==> src/rtl/qam16_frame_scheduler.sv <==
// qam16_frame_scheduler: turns payload bytes into preamble / sync / payload / gap frames
// of 4-bit QAM16 symbols on a single-register AXI-Stream master.
module qam16_frame_scheduler #(
    parameter int          PREAMBLE_LEN  = 8,
    parameter logic [15:0] SYNC_WORD     = 16'hD391,
    parameter int          PAYLOAD_BYTES = 16,
    parameter int          GAP_CYCLES    = 16
) (
    input  logic        aclk,
    input  logic        reset,
    input  logic        enable,
    input  logic        err_clear,
    input  logic [7:0]  s_axis_tdata,
    input  logic        s_axis_tvalid,
    input  logic        s_axis_tlast,
    output logic        s_axis_tready,
    output logic [3:0]  m_axis_tdata,
    output logic        m_axis_tvalid,
    input  logic        m_axis_tready,
    output logic        busy,
    output logic        frame_done,
    output logic [15:0] frame_count,
    output logic        length_error
);
    typedef enum logic [2:0] {IDLE, PREAMBLE, SYNC, PAY_HI, PAY_LO, GAP} state_t;
    localparam logic [7:0]  PRE_N    = 8'(PREAMBLE_LEN);
    localparam logic [11:0] PAY_N    = 12'(PAYLOAD_BYTES);
    localparam logic [15:0] GAP_LAST = GAP_CYCLES > 0 ? 16'(GAP_CYCLES - 1) : 16'd0;
    state_t      state;
    logic [7:0]  sym_cnt;
    logic [11:0] byte_cnt;
    logic [15:0] gap_cnt;
    logic [3:0]  lo_nib;
    logic        last_byte;
    logic        lo_sent;
    logic        out_free;
    logic        xfer;
    logic        accept;
    logic        early_last;
    logic [11:0] byte_next;
    logic [3:0]  sync_nib;
    assign out_free      = !m_axis_tvalid || m_axis_tready;
    assign xfer          = m_axis_tvalid && m_axis_tready;
    assign s_axis_tready = (state == PAY_HI) && out_free;
    assign accept        = s_axis_tready && s_axis_tvalid;
    assign byte_next     = byte_cnt + 12'd1;
    assign early_last    = accept && s_axis_tlast && (byte_next != PAY_N);
    assign busy          = state != IDLE;
    // sym_cnt holds how many sync nibbles are already loaded
    assign sync_nib = sym_cnt[1:0] == 2'd1 ? SYNC_WORD[11:8] :
                      sym_cnt[1:0] == 2'd2 ? SYNC_WORD[7:4]  : SYNC_WORD[3:0];
    always_ff @(posedge aclk or posedge reset) begin
        if (reset) begin
            state         <= IDLE;
            m_axis_tdata  <= 4'h0;
            m_axis_tvalid <= 1'b0;
            frame_done    <= 1'b0;
            frame_count   <= 16'd0;
            length_error  <= 1'b0;
            sym_cnt       <= 8'd0;
            byte_cnt      <= 12'd0;
            gap_cnt       <= 16'd0;
            lo_nib        <= 4'h0;
            last_byte     <= 1'b0;
            lo_sent       <= 1'b0;
        end else begin
            frame_done   <= 1'b0;
            length_error <= early_last || (length_error && !err_clear);
            case (state)
                IDLE: if (enable && s_axis_tvalid) begin
                    state         <= PREAMBLE;
                    m_axis_tdata  <= 4'h0;
                    m_axis_tvalid <= 1'b1;
                    sym_cnt       <= 8'd1;
                    byte_cnt      <= 12'd0;
                    lo_sent       <= 1'b0;
                end
                PREAMBLE: if (xfer) begin
                    if (sym_cnt == PRE_N) begin
                        m_axis_tdata <= SYNC_WORD[15:12];
                        sym_cnt      <= 8'd1;
                        state        <= SYNC;
                    end else begin
                        m_axis_tdata <= {4{sym_cnt[0]}};
                        sym_cnt      <= sym_cnt + 8'd1;
                    end
                end
                // the last sync nibble is still in the output register when PAY_HI
                // begins, so the first payload nibble can follow it back-to-back
                SYNC: if (xfer) begin
                    m_axis_tdata <= sync_nib;
                    sym_cnt      <= sym_cnt + 8'd1;
                    if (sym_cnt[1:0] == 2'd3) state <= PAY_HI;
                end
                PAY_HI: begin
                    if (accept) begin
                        m_axis_tdata  <= s_axis_tdata[7:4];
                        m_axis_tvalid <= 1'b1;
                        lo_nib        <= s_axis_tdata[3:0];
                        byte_cnt      <= byte_next;
                        last_byte     <= s_axis_tlast || (byte_next == PAY_N);
                        state         <= PAY_LO;
                    end else if (out_free) m_axis_tvalid <= 1'b0;
                end
                PAY_LO: begin
                    if (lo_sent) begin
                        if (xfer) begin
                            m_axis_tvalid <= 1'b0;
                            frame_done    <= 1'b1;
                            frame_count   <= frame_count + 16'd1;
                            gap_cnt       <= 16'd0;
                            byte_cnt      <= 12'd0;
                            lo_sent       <= 1'b0;
                            state         <= GAP;
                        end
                    end else if (out_free) begin
                        m_axis_tdata  <= lo_nib;
                        m_axis_tvalid <= 1'b1;
                        lo_sent       <= last_byte;
                        if (!last_byte) state <= PAY_HI;
                    end
                end
                GAP: begin
                    if (gap_cnt >= GAP_LAST) state <= IDLE;
                    else gap_cnt <= gap_cnt + 16'd1;
                end
                default: state <= IDLE;
            endcase
        end
    end
endmodule

==> config.mk <==
export PLATFORM = sky130hd
export DESIGN_NAME = qam16_frame_scheduler
export DESIGN_NICKNAME = d
export VERILOG_FILES = /design/src/rtl/qam16_frame_scheduler.sv
export SDC_FILE = /design/constraint.sdc
export NUM_CORES = 1
export LEC_CHECK = 0
export CORE_MARGIN = 2
export CORE_UTILIZATION = 44
export DETAILED_ROUTE_END_ITERATION = 16
export DONT_BUFFER_PORTS = 1
export GPL_TIMING_DRIVEN = 1
export PLACE_DENSITY = 0.63
export SLEW_MARGIN = 20
export SYNTH_ARGS = -nofsm -noshare
export SYNTH_HDL_FRONTEND = slang
export SYNTH_SLANG_ARGS = --single-unit
==> constraint.sdc <==
create_clock -name aclk -period 2.56 [get_ports aclk]
set_input_delay 0.256 -clock aclk [delete_from_list [all_inputs] [get_ports aclk]]
set_output_delay 0.256 -clock aclk [all_outputs]
set_load 0.05 [all_outputs]
# Word level (Yosys, flattened, before mapping)
# Cells that the tools add are included.
[word_totals] output_inout_bits=25 word_cells=123 in_bits=15 ff_bits=68
[op_classes] muxes=51 n_eq_ne=27 n_reduce_logical=28 addsub=4 magnitude_cmp=1
[op_table] op="$mux W12" count=4
[op_table] op="$mux W16" count=3
[op_table] op="$mux W4" count=9
[op_table] op="$pmux W12 S3" count=1
[op_table] op="$mux W3" count=11
[op_table] op="$add A16 B1 Y16 const B" count=2
[op_table] op="$mux W8" count=4
[op_table] op="$pmux W16 S2" count=1
[op_table] op="$ne A2 B2 Y1 const B" count=12
[op_table] op="$pmux W8 S3" count=1
[op_table] op="$pmux W4 S5" count=1
[op_table] op="$pmux W3 S6" count=1
[op_table] op="$ge A16 B4 Y1 const B" count=1
[op_table] op="$mux W1" count=13
[op_table] op="$add A12 B1 Y12 const B" count=1
[op_table] op="$eq A12 B5 Y1 const B" count=1
[op_table] op="$ne A12 B5 Y1 const B" count=1
[op_table] op="$ne A3 B3 Y1 const B" count=4
[op_table] op="$reduce_and A10 Y1" count=1
[op_table] op="$reduce_and A5 Y1" count=2
[op_table] op="$reduce_bool A3 Y1" count=3
[op_table] op="$add A8 B1 Y8 const B" count=1
[op_table] op="$eq A8 B4 Y1 const B" count=1
[op_table] op="$reduce_and A4 Y1" count=2
[op_table] op="other kinds (16)" count=30

# Logic depth before layout (Yosys ltp)
# Gate-level depths: netlist of run 1.
[depth] word_depth=7 depth_mapped=9 ltp_nobuf=7

# Worst setup path before layout of run 1
# OpenSTA, ideal clock, no wires.
[synth_timing] path_kind="flip-flop to flip-flop" start="reg sym_cnt[4]" end="reg state[0]" stages_incl_launch_ff=6 arrival_ps=1923 n_path_buf=0 period_less_slack_ps=2048 setup_time_ps=125 setup_slack_ps=512 required_ps=2435 cell_sequence="dfrtp_1 or4_4 o31a_1 a211oi_4 nand3_2 mux2_4"
[synth_via] elab_chain_cells=3
[synth_lines] item="from (decl)" line_no="30" rtl="logic [7:0] sym_cnt;"
[synth_lines] item="from (signal assigned)" line_no="85" rtl="sym_cnt <= sym_cnt + 8'd1;"
[synth_lines] item="from (signal assigned)" line_no="92" rtl="sym_cnt <= sym_cnt + 8'd1;"
[synth_lines] item="$eq A8 B4 Y1" line_no="79" rtl="if (sym_cnt == PRE_N) begin"
[synth_lines] item="$ne A2 B2 Y1 (no source line)"
[synth_lines] item="$reduce_and A10 Y1 (no source line)"
[synth_lines] item="to (signal assigned)" line_no="82" rtl="state <= SYNC;"
[synth_lines] item="to (signal assigned)" line_no="93" rtl="if (sym_cnt[1:0] == 2'd3) state <= PAY_HI;"
[synth_lines] item="to (signal assigned)" line_no="102" rtl="state <= PAY_LO;"
[synth_lines] item="to (decl)" line_no="29" rtl="state_t state;"
# Every way passes these cells.
# A chain may end at the register's enable or synchronous reset.

# Worst setup path after layout of run 1
[layout_timing] start="reg state[1]" end="reg m_axis_tdata[3]"
[layout_via] elab_chain_cells=5 word_cells_on_any_way=16 classes_between="10 x eq/ne; 1 x mux; 5 x reduce/logical"
[layout_lines] item="from (signal assigned)" line_no="54" rtl="state <= IDLE;"
[layout_lines] item="from (signal assigned)" line_no="71" rtl="state <= PREAMBLE;"
[layout_lines] item="from (signal assigned)" line_no="82"
[layout_lines] item="$eq A3 B2 Y1" line_no="44, 69"
[layout_lines] item="$logic_and A1 B1 Y1" line_no="44" rtl="assign s_axis_tready = (state == PAY_HI) && out_free;"
[layout_lines] item="$logic_and A1 B1 Y1" line_no="45" rtl="assign accept = s_axis_tready && s_axis_tvalid;"
[layout_lines] item="$ne A2 B2 Y1 (no source line)"
[layout_lines] item="$reduce_and A7 Y1 (no source line)"
[layout_lines] item="to (signal assigned)" line_no="80" rtl="m_axis_tdata <= SYNC_WORD[15:12];"
[layout_lines] item="to (signal assigned)" line_no="84" rtl="m_axis_tdata <= {4{sym_cnt[0]}};"
[layout_lines] item="to (signal assigned)" line_no="91" rtl="m_axis_tdata <= sync_nib;"
[layout_lines] item="to (decl)" line_no="17" rtl="output logic [3:0] m_axis_tdata,"
# Parallel ways exist; a longest one is shown, timed or not.

==> results of run 1 <==
==> layer usage <==
metal,part of all wire (%),track usage (%),up-vias
met5,0,0,-
met4,0.82,6.40,0
met3,6.1,6.15,4
met2,48,30.7,72
met1,45,24.1,1387
li1,-,-,1414
==> layout by cell type, fill, tap and decap left out, types with 4 or more instances in the layout <==
master,instances
a211oi_1,4
a21oi_1,10
a41oi_1,8
and2_1,4
and3_1,12
buf_4,20
clkbuf_8,9
dfrtp_1,67
ha_1,7
inv_1,6
mux2_2,4
mux2i_1,4
nand2_1,43
nand3_1,22
nand4_1,10
nor2_1,36
nor2b_1,5
nor3_1,12
nor4_1,5
o21ai_0,29
xnor2_1,16
xor2_1,6
==> state kept, by name, summed over array words and instances (netlist names) <==
signal / count
lo_nib: 4
length_error: 1
gap_cnt: 16
state: 3
m_axis_tvalid: 1
last_byte: 1
frame_done: 1
lo_sent: 1
frame_count: 16
m_axis_tdata: 4
byte_cnt: 12
sym_cnt: 8
==> layout make-up <==
type                       instances  area, um2
fill                             751       4080
multi-input combinational        290       1830
sequential                        68       1700
timing repair buffer              20        150
tap                              105        131
clock buffer                      10        128
clock inverter                     6       88.8
inverter                           8       30.0
==> kinds of logic after synthesis <==
logic type,after synthesis,share of synthesized area [%]
AOI/OAI and AO/OA,80,15.1
xor gates and xnor gates,22,5.29
adders and majority gates,7,2.41
buffers and inverters,25,3.40
DFF,68,46.7
muxes,9,2.75
and+or+nand+nor,172,24.3
==> worst max-delay path, stage by stage, from the launching register on <==
cell	delay, ns
dfrtp_1	0.66
nor2_1	0.21
a32oi_2	0.38
a21oi_1	0.12
nor2_1	0.34
mux2_2	0.39
==> where the power goes <==
group	switching [mW]	leakage (nW)	internal (mW)
registers	0.374	0.902	1.26
logic	0.773	0.847	0.559
clock network	0.424	0.102	0.549
==> worst paths after layout <==
path	from	endpoint	slack, ns	cells after the start
setup / recovery	state[1]	m_axis_tdata[3]	0.34	5
hold / removal	s_axis_tdata[0]	lo_nib[0]	0.02	2
setup reg to reg	state[1]	m_axis_tdata[3]	0.34	5
hold reg to reg	lo_nib[2]	lo_nib[2]	0.49	2
max in group asynchronous	reset	state[0]	1.91	2
min in group asynchronous	reset	gap_cnt[11]	0.06	2
==> flow_results.xml, run 1 <==
<?xml version="1.0" encoding="UTF-8"?>
<metrics>
  <group name="cts">
    <metric name="post_cts_buffers" unit="">0</metric>
    <metric name="clkSinkCount" unit="">68</metric>
    <metric name="postCtsResizedCells" unit="">0</metric>
    <metric name="clock-root-buffer" unit="">clkbuf_8</metric>
    <metric name="clk_latency" unit="ns">0.34</metric>
    <metric name="postCtsHoldBufs" unit="">0</metric>
    <metric name="clkTransAtPathRegs" unit="ns">0.08</metric>
    <metric name="clockBufferDepth" unit="">2</metric>
    <metric name="cts_tree" unit="">yes</metric>
    <metric name="cts_inserted_buffers" unit="">9</metric>
    <metric name="cts_htree_levels" unit="">3</metric>
  </group>
  <group name="floorplanning">
    <metric name="rows" unit="">33</metric>
    <metric name="top_level_pins" unit="">40</metric>
    <metric name="die_w" unit="um">95.0</metric>
    <metric name="floorplan.initialDensity" unit="%">44.8</metric>
    <metric name="fp.coreArea" unit="um2">8130</metric>
    <metric name="die-area" unit="um2">9020</metric>
    <metric name="die_h" unit="um">95.0</metric>
  </group>
  <group name="power_and_ir_drop">
    <metric name="post-layout-total-power" unit="mW">3.93</metric>
    <metric name="cellPowerDensity" unit="nW/um2">970</metric>
    <metric name="vdd.ir_drop.worst" unit="V">0.000535</metric>
    <metric name="static_leakage" unit="nW">1.85</metric>
  </group>
  <group name="global_routing">
    <metric name="grt_max_degree" unit="">69</metric>
    <metric name="gr-usage-all-layers" unit="%">19.0</metric>
    <metric name="grt_antenna_before_repair" unit="">0</metric>
    <metric name="grt-ovfl-total" unit="">0</metric>
    <metric name="number_of_global_route_vias_before_repair" unit="">2777</metric>
    <metric name="grt_pass1_wl" unit="um">13400</metric>
  </group>
  <group name="timing">
    <metric name="unrepaired_setup_endpoints_after_global_routing" unit="">false</metric>
    <metric name="setup-tns-final" unit="ns">0</metric>
    <metric name="relative_max_transition_margin" unit="%">43.1</metric>
    <metric name="finalClockSkew" unit="ns">0.00661</metric>
    <metric name="report.final.slew_viol_count" unit="">0</metric>
    <metric name="finalCritPeriodShare" unit="%">86.8</metric>
    <metric name="timing_worst_slew_pin_value" unit="ns">0.853</metric>
    <metric name="fmax" unit="MHz">450</metric>
    <metric name="post-route-worst-setup-slack" unit="ns">0.339</metric>
    <metric name="hold_slack" unit="ns">0.0245</metric>
    <metric name="final_period_demand_of_the_worst_path" unit="ns">2.22</metric>
    <metric name="setup_viol_count_final" unit="">0</metric>
    <metric name="finalHoldViolations" unit="">0</metric>
  </group>
  <group name="synthesis">
    <metric name="synth_cell_type_count" unit="">68</metric>
    <metric name="dominantRegCellSynth" unit="">dfrtp_1</metric>
    <metric name="fraction_of_synthesis_flops_using_an_asynchronous_set_or_reset_pin" unit="%">100</metric>
    <metric name="synth_nets" unit="">405</metric>
    <metric name="synth_largest_type_area_fraction" unit="%">46.7</metric>
    <metric name="yosys_register_bits" unit="">68</metric>
    <metric name="synth_common_cells" unit="">dfrtp_1 (68), nand2_1 (43), nor2_1 (36), o21ai_0 (29), nand3_1 (22)</metric>
    <metric name="synth.yosys.seq_area_share" unit="%">46.7</metric>
    <metric name="synth.yosys.warnings" unit="">0</metric>
    <metric name="synth_enable_flop_cells" unit="">0</metric>
    <metric name="netlist.top_cell.by_area" unit="">dfrtp_1</metric>
    <metric name="syn-cell-area" unit="um2">3640</metric>
    <metric name="post_synth.cell_area_avg" unit="um2">9.51</metric>
    <metric name="syn-instance-count" unit="">383</metric>
    <metric name="synth_top_cells_by_area" unit="">dfrtp_1 (47%), nand2_1 (4.4%), o21ai_0 (4.0%)</metric>
    <metric name="yosysMostFrequentCell" unit="">dfrtp_1</metric>
  </group>
  <group name="placement">
    <metric name="place_congestion" unit="">0.821</metric>
    <metric name="place_hpwl" unit="um">5530</metric>
    <metric name="placedCellCount" unit="">491</metric>
    <metric name="numPortBuffers" unit="">0</metric>
    <metric name="pre_cts_slack" unit="ns">0.209</metric>
    <metric name="place_area" unit="um2">3830</metric>
  </group>
  <group name="detailed_routing">
    <metric name="wl_per_cell" unit="um">15.9</metric>
    <metric name="ant_nets" unit="">0</metric>
    <metric name="detailedRoute.firstPassIterationCount" unit="">4</metric>
    <metric name="post_drt_via_cell_ratio" unit="">5.67</metric>
    <metric name="detail_route.iter0.violations" unit="">129</metric>
    <metric name="route.final.wire_length" unit="um">8040</metric>
    <metric name="detailroute.via_count" unit="">2877</metric>
    <metric name="drc_errors" unit="">0</metric>
  </group>
  <group name="layout">
    <metric name="final_layout_size_suffix_gt1_share" unit="%">15.4</metric>
    <metric name="final_area" unit="um2">4060</metric>
    <metric name="num-nets-final" unit="">419</metric>
    <metric name="area_growth_syn_to_layout" unit="%">11.4</metric>
    <metric name="final_cell_count_no_fill" unit="">507</metric>
    <metric name="final_core_util" unit="%">49.9</metric>
    <metric name="antennaDiodeCount" unit="">0</metric>
  </group>
  <group name="setup_path">
    <metric name="cp_data_required_time" unit="ns">2.79</metric>
    <metric name="critical_path.endpoint_type" unit="">flip-flop</metric>
    <metric name="cp_data_arrival_time" unit="ns">2.45</metric>
    <metric name="worst_setup_path_start_kind" unit="">flip-flop</metric>
    <metric name="criticalPathCategory" unit="">flip-flop to flip-flop</metric>
    <metric name="critical_path.max_fanout" unit="">17</metric>
  </group>
  <group name="outcome">
    <metric name="outcome" unit="">complete, no violations</metric>
  </group>
  <group name="min_path">
    <metric name="worst_hold_path_type" unit="">input pin to flip-flop</metric>
  </group>
  <group name="run">
    <metric name="max_cap_violations" unit="">0</metric>
  </group>
</metrics>
Power figures use the tool's default switching activity.
==> inputs of run 2 (changes only) <==
--- a/config.mk
+++ b/config.mk
@@ -5,12 +5,14 @@
 export SDC_FILE = /design/constraint.sdc
 export NUM_CORES = 1
 export LEC_CHECK = 0
+export CELL_PAD_IN_SITES_DETAIL_PLACEMENT = 1
+export CELL_PAD_IN_SITES_GLOBAL_PLACEMENT = 2
 export CORE_MARGIN = 2
-export CORE_UTILIZATION = 44
+export CORE_UTILIZATION = 40
 export DETAILED_ROUTE_END_ITERATION = 16
 export DONT_BUFFER_PORTS = 1
 export GPL_TIMING_DRIVEN = 1
-export PLACE_DENSITY = 0.63
+export PLACE_DENSITY = 0.83
 export SLEW_MARGIN = 20
 export SYNTH_ARGS = -nofsm -noshare
 export SYNTH_HDL_FRONTEND = slang
==> flow_results.xml, run 2 (synthesis gave the netlist of run 1 again) <==
<?xml version="1.0" encoding="UTF-8"?>
<metrics>
  <group name="timing">
    <metric name="report.final.slew_viol_count" unit="">0</metric>
    <metric name="relative_max_transition_margin" unit="%">35.4</metric>
    <metric name="finalCritPeriodShare" unit="%">89.5</metric>
    <metric name="final_period_demand_of_the_worst_path" unit="ns">2.29</metric>
    <metric name="setup-tns-final" unit="ns">0</metric>
    <metric name="finalClockSkew" unit="ns">0.0105</metric>
    <metric name="hold_slack" unit="ns">0.0151</metric>
    <metric name="fmax" unit="MHz">436</metric>
    <metric name="timing_worst_slew_pin_value" unit="ns">0.969</metric>
    <metric name="setup_viol_count_final" unit="">0</metric>
    <metric name="unrepaired_setup_endpoints_after_global_routing" unit="">false</metric>
    <metric name="finalHoldViolations" unit="">0</metric>
  </group>
  <group name="cts">
    <metric name="clock-root-buffer" unit="">clkbuf_8</metric>
    <metric name="clk_latency" unit="ns">0.35</metric>
    <metric name="clockBufferDepth" unit="">2</metric>
    <metric name="cts_htree_levels" unit="">3</metric>
    <metric name="cts_tree" unit="">yes</metric>
    <metric name="cts_inserted_buffers" unit="">9</metric>
    <metric name="post_cts_buffers" unit="">0</metric>
    <metric name="clkTransAtPathRegs" unit="ns">0.08</metric>
    <metric name="clkSinkCount" unit="">68</metric>
  </group>
  <group name="setup_path">
    <metric name="crit_reg_reg_endpoint" unit="">byte_cnt[8]</metric>
    <metric name="worst_setup_path_start_kind" unit="">flip-flop</metric>
    <metric name="cp_data_arrival_time" unit="ns">2.56</metric>
    <metric name="critical_path_cell_sequence" unit="">buf_4 &gt; and3b_1 &gt; and3_1 &gt; a21oi_1 &gt; o21ai_0 &gt; o21ai_0</metric>
    <metric name="cp_data_required_time" unit="ns">2.83</metric>
    <metric name="ff2ff_setup_slack" unit="ns">0.27</metric>
    <metric name="worst_path_most_repeated_cell" unit="">o21ai_0</metric>
    <metric name="timing.critical_path.to" unit="">byte_cnt[8]</metric>
    <metric name="max_stage_delay" unit="ns">0.74</metric>
    <metric name="critical_path.endpoint_type" unit="">flip-flop</metric>
    <metric name="setup.worst_path.start" unit="">state[0]</metric>
    <metric name="critical_path.reg2reg.startpoint" unit="">state[0]</metric>
    <metric name="critical_path_cell_count" unit="">6</metric>
    <metric name="slowest_stage" unit="">a21oi_1</metric>
    <metric name="criticalPathCategory" unit="">flip-flop to flip-flop</metric>
    <metric name="ff2ff_path_depth" unit="">6</metric>
    <metric name="critPathBufInv" unit="">1</metric>
    <metric name="path_delay_family" unit="">compound AO/OA/AOI/OAI gates</metric>
    <metric name="critical_path.max_fanout" unit="">13</metric>
  </group>
  <group name="layout">
    <metric name="num-nets-final" unit="">421</metric>
    <metric name="filler_cell_count" unit="">1017</metric>
    <metric name="final_layout_size_suffix_gt1_share" unit="%">15.1</metric>
    <metric name="area_growth_syn_to_layout" unit="%">11.9</metric>
    <metric name="antennaDiodeCount" unit="">0</metric>
    <metric name="regs_by_ff_count" unit="">frame_count x16, gap_cnt x16, byte_cnt x12</metric>
    <metric name="final_common_cell" unit="">dfrtp_1</metric>
    <metric name="final_area" unit="um2">4070</metric>
    <metric name="layout_common_cells" unit="">dfrtp_1 (68), nand2_1 (43), nor2_1 (36), o21ai_0 (29), nand3_1 (22)</metric>
    <metric name="final_cell_count_no_fill" unit="">512</metric>
  </group>
  <group name="placement">
    <metric name="place_area" unit="um2">3840</metric>
    <metric name="placedCellCount" unit="">494</metric>
    <metric name="place_congestion" unit="">0.814</metric>
    <metric name="numPortBuffers" unit="">0</metric>
    <metric name="place_hpwl" unit="um">6210</metric>
  </group>
  <group name="power_and_ir_drop">
    <metric name="vdd.ir_drop.worst" unit="V">0.000475</metric>
    <metric name="netSwitchingFraction" unit="%">41.5</metric>
    <metric name="power.share.combinational" unit="%">35.9</metric>
    <metric name="pwr-share-seq" unit="%">40.9</metric>
    <metric name="post-layout-total-power" unit="mW">3.93</metric>
    <metric name="power_frac_clock" unit="%">23.2</metric>
    <metric name="cellPowerDensity" unit="nW/um2">966</metric>
    <metric name="power.internal" unit="mW">2.30</metric>
    <metric name="static_leakage" unit="nW">1.86</metric>
    <metric name="switching_power" unit="mW">1.63</metric>
  </group>
  <group name="min_path">
    <metric name="worst_hold_path_type" unit="">input pin to flip-flop</metric>
    <metric name="holdPathStages" unit="">2</metric>
  </group>
  <group name="detailed_routing">
    <metric name="wl_per_cell" unit="um">17.3</metric>
    <metric name="detailroute.via_count" unit="">2968</metric>
    <metric name="route.final.wire_length" unit="um">8840</metric>
    <metric name="drc_errors" unit="">0</metric>
    <metric name="detailedRoute.firstPassIterationCount" unit="">4</metric>
    <metric name="detail_route.iter0.violations" unit="">151</metric>
    <metric name="ant_nets" unit="">0</metric>
    <metric name="post_drt_via_cell_ratio" unit="">5.80</metric>
  </group>
  <group name="floorplanning">
    <metric name="die-area" unit="um2">9880</metric>
    <metric name="die_w" unit="um">99.4</metric>
    <metric name="floorplan.initialDensity" unit="%">41.5</metric>
    <metric name="die_h" unit="um">99.4</metric>
    <metric name="rows" unit="">34</metric>
    <metric name="top_level_pins" unit="">40</metric>
    <metric name="fp.coreArea" unit="um2">8760</metric>
  </group>
  <group name="global_routing">
    <metric name="grt_pass1_wl" unit="um">15800</metric>
    <metric name="gr-usage-all-layers" unit="%">19.9</metric>
    <metric name="grt_max_degree" unit="">69</metric>
    <metric name="number_of_global_route_vias_before_repair" unit="">3157</metric>
    <metric name="grt-ovfl-total" unit="">0</metric>
    <metric name="grt_antenna_before_repair" unit="">0</metric>
  </group>
  <group name="run">
    <metric name="max_cap_violations" unit="">0</metric>
  </group>
  <group name="outcome">
    <metric name="outcome" unit="">complete, no violations</metric>
  </group>
</metrics>
-- run 2: through the flow --
| step | util (%) | setup WS [ns] |
|---|---|---|
| finish | 46.5 | 0.269 |
| global route | 46.5 | 0.0725 |
| CTS | 46.4 | 0.151 |
| detailed placement | 43.9 | 0.164 |
| global placement | 43.9 | 0.341 |
| floorplan | - | 0.512 |
-- run 2: worst min path at each step --
stage	slack (ns)	startpoint	to
global placement	0.25	reset	gap_cnt[12]
global route	0.02	s_axis_tdata[1]	lo_nib[1]
CTS	0.00003	s_axis_tdata[2]	lo_nib[2]
detailed placement	0.26	reset	gap_cnt[12]
floorplan	0.36	s_axis_tdata[0]	lo_nib[0]
finish	0.02	s_axis_tdata[0]	lo_nib[0]
-- run 2: repair_timing --
action / 4_1_cts / 5_1_grt
gates resized for setup: 0 / 1
hold endpoints to repair: 69 / 0
hold buffers: 2 / 0
setup endpoints to repair: 0 / 5
-- run 2: cell type report --
| cell class | count | area (um2) | share of cell area, % |
|---|---|---|---|
| timing repair buffer | 22 | 183 | 4.48 |
| sequential | 68 | 1700 | 41.8 |
| inverter | 8 | 30.0 | 0.737 |
| clock buffer | 10 | 138 | 3.38 |
| tap | 108 | 135 | 3.32 |
| multi-input combinational | 290 | 1820 | 44.7 |
| clock inverter | 6 | 63.8 | 1.57 |
-- run 2: power by group through the flow --
stage          sequential, mW  combinational [mW]  clock [mW]
2_1_floorplan            1.57                1.12           0
3_3_place_gp             1.61                1.36           0
3_5_place_dp             1.62                1.41           0
4_1_cts                  1.60                1.42       0.943
5_1_grt                  1.65                1.59       0.990
6_report                 1.61                1.41       0.912
-- run 2: routing by layer --
layer / track usage (%) / vias up / wire (um)
met1: 26.6 / 1481 / 4080
met5: 0 / - / 0
met3: 4.43 / 14 / 419
met4: 7.80 / 0 / 161
li1: - / 1416 / -
met2: 31.7 / 57 / 4180
